<file path="src/rtl/instr_encoder_loader.sv">
// instr_encoder_loader: program-load front end for the single-cycle core.
// It accepts decoded instruction fields over a valid/ready handshake,
// re-encodes each bundle into a 32-bit RV32I word, and writes the words to
// consecutive instruction-memory addresses.
//
// Ports:
//   clk, rst            clock; synchronous active-high reset
//   InValid/InReady     field-bundle handshake (InReady depends on state only)
//   InLast              marks the final instruction of the program
//   Fmt                 format code (ImmSrc encoding); 011 and 100 are illegal
//   OpCode, Rd, Rs1, Rs2, Funct3, Funct7, Imm   decoded fields, Imm unscrambled
//   IMWr, IMAddr, IMData  registered instruction-memory write port
//   Count               number of words written
//   Done, Full, Err     load complete / memory full / sticky illegal-format flag
module instr_encoder_loader #(
  parameter int unsigned DEPTH     = 64,
  parameter logic [31:0] BASE_ADDR = 32'h0000_0000
) (
  input  logic                     clk,
  input  logic                     rst,
  input  logic                     InValid,
  output logic                     InReady,
  input  logic                     InLast,
  input  logic [2:0]               Fmt,
  input  logic [6:0]               OpCode,
  input  logic [4:0]               Rd,
  input  logic [4:0]               Rs1,
  input  logic [4:0]               Rs2,
  input  logic [2:0]               Funct3,
  input  logic [6:0]               Funct7,
  input  logic [31:0]              Imm,
  output logic                     IMWr,
  output logic [31:0]              IMAddr,
  output logic [31:0]              IMData,
  output logic [$clog2(DEPTH):0]   Count,
  output logic                     Done,
  output logic                     Full,
  output logic                     Err
);

  localparam int unsigned CW = $clog2(DEPTH) + 1;

  localparam logic [2:0] FMT_I = 3'b000;
  localparam logic [2:0] FMT_S = 3'b001;
  localparam logic [2:0] FMT_U = 3'b010;
  localparam logic [2:0] FMT_B = 3'b101;
  localparam logic [2:0] FMT_J = 3'b110;
  localparam logic [2:0] FMT_R = 3'b111;

  typedef enum logic {
    S_LOAD = 1'b0,
    S_DONE = 1'b1
  } state_t;

  state_t          r_state;
  logic            r_imwr;
  logic [31:0]     r_imaddr;
  logic [31:0]     r_imdata;
  logic [CW-1:0]   r_count;
  logic            r_done;
  logic            r_full;
  logic            r_err;

  logic            w_accept;
  logic            w_legal;
  logic [31:0]     w_word;
  logic [CW-1:0]   w_count_next;
  logic            w_fills;

  // Field packing per format; fields a format does not carry stay zero.
  always_comb begin
    w_legal = 1'b1;
    w_word  = '0;
    case (Fmt)
      FMT_I: begin
        // SLLI/SRLI/SRAI carry Funct7 above a 5-bit shift amount.
        if (Funct3 == 3'b001 || Funct3 == 3'b101)
          w_word = {Funct7, Imm[4:0], Rs1, Funct3, Rd, OpCode};
        else
          w_word = {Imm[11:0], Rs1, Funct3, Rd, OpCode};
      end
      FMT_S: w_word = {Imm[11:5], Rs2, Rs1, Funct3, Imm[4:0], OpCode};
      FMT_U: w_word = {Imm[31:12], Rd, OpCode};
      FMT_B: w_word = {Imm[12], Imm[10:5], Rs2, Rs1, Funct3, Imm[4:1], Imm[11], OpCode};
      FMT_J: w_word = {Imm[20], Imm[10:1], Imm[11], Imm[19:12], Rd, OpCode};
      FMT_R: w_word = {Funct7, Rs2, Rs1, Funct3, Rd, OpCode};
      default: w_legal = 1'b0;
    endcase
  end

  assign w_accept     = InValid && InReady;
  assign w_count_next = r_count + CW'(1);
  assign w_fills      = w_legal && (w_count_next == CW'(DEPTH));

  // Load FSM with registered write port and status flags.
  always_ff @(posedge clk) begin
    if (rst) begin
      r_state  <= S_LOAD;
      r_imwr   <= 1'b0;
      r_imaddr <= BASE_ADDR;
      r_imdata <= '0;
      r_count  <= '0;
      r_done   <= 1'b0;
      r_full   <= 1'b0;
      r_err    <= 1'b0;
    end else begin
      r_imwr <= 1'b0;
      if (w_accept) begin
        if (w_legal) begin
          r_imwr   <= 1'b1;
          r_imaddr <= BASE_ADDR + 32'({r_count, 2'b00});
          r_imdata <= w_word;
          r_count  <= w_count_next;
          if (w_fills) r_full <= 1'b1;
        end else begin
          // Illegal bundles are swallowed without a write.
          r_err <= 1'b1;
        end
        if (InLast || w_fills) begin
          r_state <= S_DONE;
          r_done  <= 1'b1;
        end
      end
    end
  end

  assign InReady = (r_state == S_LOAD) && !r_full;
  assign IMWr    = r_imwr;
  assign IMAddr  = r_imaddr;
  assign IMData  = r_imdata;
  assign Count   = r_count;
  assign Done    = r_done;
  assign Full    = r_full;
  assign Err     = r_err;

endmodule

</file>
<file path="config.mk">
export PLATFORM = sky130hd
export DESIGN_NAME = instr_encoder_loader
export DESIGN_NICKNAME = d
export VERILOG_FILES = /design/src/rtl/instr_encoder_loader.sv
export SDC_FILE = /design/constraint.sdc
export NUM_CORES = 1
export LEC_CHECK = 0
export ABC_AREA = 1
export BUFFER_PORTS_ARGS = -buffer_cell sky130_fd_sc_hd__buf_4
export CAP_MARGIN = 40
export CORE_MARGIN = 5
export CORE_UTILIZATION = 46
export CTS_BUF_LIST = sky130_fd_sc_hd__clkbuf_8
export CTS_CLUSTER_DIAMETER = 40
export DETAILED_ROUTE_END_ITERATION = 8
export HOLD_SLACK_MARGIN = 0.06
export PLACE_DENSITY_LB_ADDON = 0.25
export SLEW_MARGIN = 20
export SYNTH_ARGS = -nofsm -noshare
export SYNTH_HDL_FRONTEND = slang
export SYNTH_SLANG_ARGS = --single-unit
</file>
<file path="constraint.sdc">
create_clock -name clk -period 1.8 [get_ports clk]
set_input_delay 0.09 -clock clk [delete_from_list [all_inputs] [get_ports clk]]
set_output_delay 0.09 -clock clk [all_outputs]
set_load 0.01 [all_outputs]
</file>
==> metrics.md <==
| Metric | Value |
|---|---|
| Result of the run | finished clean |
| Total Routed Length | 7420 um |
| Die width | 85.6 um |
| Synth Area in XOR/XNOR | 0.00333 |
| Final Hold Viols | 0 |
| Post-cts resize count | 0 |
| CP required | 2.04 ns |
| Main combinational cell family by area after synthesis | simple AND/OR/NAND/NOR gates |
| Worst hold margin | 0.139 ns |
| DR iter-0 viols | 147 |
| Vias | 2771 |
| Hold Crit Class | in2reg |
| Vias in the first global route | 2712 |
| Clock slew at reported path FFs | 0.10 ns |
| RSZ-0062 raised after global routing | false |
| Tmin final | 1.50 ns |
| CTS buffer count | 5 |
| Starting density of the core | 0.474 |
| Synth Area in Simple Gates | 0.295 |
| Mux contribution to synthesized area | 0 |
| ANT cells | 0 |
| Synth Warn # | 0 |
| Worst setup margin | 0.295 ns |
| Initial antenna violation count | 0 |
| CTS tree | built |
| Setup TNS | 0 ns |
| Largest net degree at the start of global routing | 39 |
| Synth Instances | 383 |
| Worst skew pair latency | 0.30 ns |
| H-tree levels | 2 |
| Area Growth Syn to Fin | 38.9% |
| RePlAce Congestion | 0.976 |
| Post-CTS setup buffers | 0 |
| First-pass GRT wire length | 11900 um |
| Crit Path Max Fanout | 6 |
| Total track usage | 0.197 |
| Slew at the pin closest to its max-slew limit | 0.504 ns |
| Crit path capture type | flip-flop |
| Final setup fails | 0 |
| Die Y | 85.6 um |
| Layout cell share with drive strength beyond 1 | 0.292 |
| Area share of fa/ha/maj cells after synthesis | 0.00476 |
| DRC | 0 |
| DP HPWL | 5780 um |
| Compound-Gate Fraction of Synth Area | 0.167 |
| Ys async rst share | 0 |
| Clock skew | 0.00836 ns |
| Number of enable flip-flop cells after synthesis | 0 |
| Slew Limit Headroom | 0.660 |
| FILL cells | 510 |
| Startpoint Class | flip-flop |
| Max incr delay on CP | 0.42 ns |
| CP max stage cell | dfxtp_1 |
| Total core area | 5540 um^2 |
| CTS max path bufs | 2 |
| Crit path cell chain | ha_1 > nand3_1 > o21bai_1 > nand2_1 > nor2_1 > nand2_1 > nand2_1 > nand2_1 > a21oi_1 |
| Crit Path Class | reg2reg |
| Mapped Area | 2630 um^2 |
| Syn avg cell area | 6.86 um^2 |
| Power Dens Cells | 722 nW/um^2 |
| Dpl ws | 0.329 ns |
| Die area | 7320 um^2 |
| Leakage | 0.00177 uW |
| GRT overflow | 0 |
| Crit path buffers/inverters | 0 |
| Number of I/O port buffers | 121 |
| IO Pins | 147 |
| Most common flop cell mapped by yosys | dfxtp_1 |
| TritonRoute pass-1 iters | 4 |
| Root Driver | clkbuf_8 |
| Max-slew violations | 0 |
| Fin nets | 578 |
| Post-route ant nets | 0 |
| Worst path arrival time | 1.74 ns |
| Cell mode on critical path | nand2_1 |
| Distinct cell type count after synthesis | 31 |
| Row Count | 27 |
| Final worst path period share | 0.836 |
| Via-to-Cell Ratio | 4.79 |
| Clock sink total | 50 |
| Wire per inst | 12.8 um |
| Cell family with most CP delay | simple AND/OR/NAND/NOR gates |
| Max VDD drop | 0.000421 V |
| FF+latch count, synth | 50 |
| Max cap viols | 0 |
| Post-synthesis sequential area ratio | 0.381 |
| Max Freq | 0.665 GHz |
[layout make-up]
cell class	instances	area (um^2)	area share
Inverter	24	93.8	0.0257
Clock buffer	5	68.8	0.0189
Timing Repair Buffer	132	1020	0.280
Sequential cell	50	1000	0.274
Clock inverter	3	43.8	0.0120
Multi-Input combinational cell	293	1330	0.364
Tap cell	72	90.1	0.0247
[synthesized netlist by cell type (all sizes together) (2+ instances only)]
library cell | n | area (um^2)
o21ai | 29 | 149
o21bai | 2 | 15.0
clkbuf | 4 | 15.0
a21oi | 42 | 210
a31oi | 2 | 12.5
inv | 23 | 88.8
nand3 | 15 | 75.1
a22o | 4 | 35.0
dfxtp | 50 | 1000
nand2 | 145 | 562
buf | 36 | 278
nor2 | 23 | 119
[cells by family after synthesis]
| family | Yosys count |
|---|---|
| buffers and inverters | 64 |
| adder cells (fa/ha/maj) | 1 |
| AO/OA/AOI/OAI | 81 |
| other | 1 |
| flip-flops | 50 |
| XOR/XNOR | 1 |
| AND/OR/NAND/NOR | 185 |
[path summary, 6_finish.rpt]
| path | startpoint | slack [ns] | to | cells past startpoint |
|---|---|---|---|---|
| worst min register to register | IMAddr[2]$_SDFFE_PP0P_ | 0.47 | IMAddr[2]$_SDFFE_PP0P_ | 2 |
| worst max-delay path | Count[1]$_SDFFE_PP0P_ | 0.30 | Done$_SDFFE_PP0P_ | 9 |
| worst max register to register | Count[1]$_SDFFE_PP0P_ | 0.30 | Done$_SDFFE_PP0P_ | 9 |
| worst min-delay path | InLast | 0.14 | Done$_SDFFE_PP0P_ | 5 |
[power by group]
part	switching [uW]	internal, uW
Sequential	50.1	1170
Combinational	321	295
Clock	378	417
Total	749	1880
[registers in the layout, indices dropped and copies added, names as in the netlist]
register	count
Done	1
IMData	32
IMAddr	7
Count	7
Full	1
Err	1
IMWr	1
[cell usage in the layout, fill, tap and decap left out, drive strengths merged, types with 4 or more instances in the layout]
cell type	instances
nand3	15
nor2	23
dfxtp	50
a22o	4
inv	24
clkbuf	5
dlygate4sd3	7
o21ai	29
buf	125
conb	25
a21oi	42
nand2	145
[repair_timing]
item,4_1_cts,5_1_grt
endpoints found under the setup margin,0,0
hold buffers,7,0
hold endpoints to repair,7,0
[through the flow]
stage / area, um^2 / utilization / cells / power [uW]
finish: 3650 / 0.658 / 579 / 2630
global route: 3650 / 0.658 / 579 / 2770
CTS: 3650 / 0.658 / 579 / 2650
detailed placement: 3460 / 0.625 / 564 / 1850
global placement: 3460 / 0.625 / 564 / 1840
floorplan: 2720 / - / 407 / 1610
[worst register-to-register path: stages, from the launching register on]
cell,delay [ns]
dfxtp_1,0.42
ha_1,0.24
nand3_1,0.14
o21bai_1,0.16
nand2_1,0.08
nor2_1,0.09
nand2_1,0.07
nand2_1,0.06
nand2_1,0.05
a21oi_1,0.13
[routing by layer]
metal / global-route usage / vias up / routed length [um]
met3: 0.0557 / 7 / 661
met2: 0.352 / 107 / 3660
li1: - / 1423 / -
met5: 0 / - / 0
met1: 0.230 / 1234 / 3030
met4: 0.0561 / 0 / 66
(Power assumes the default switching activity.)
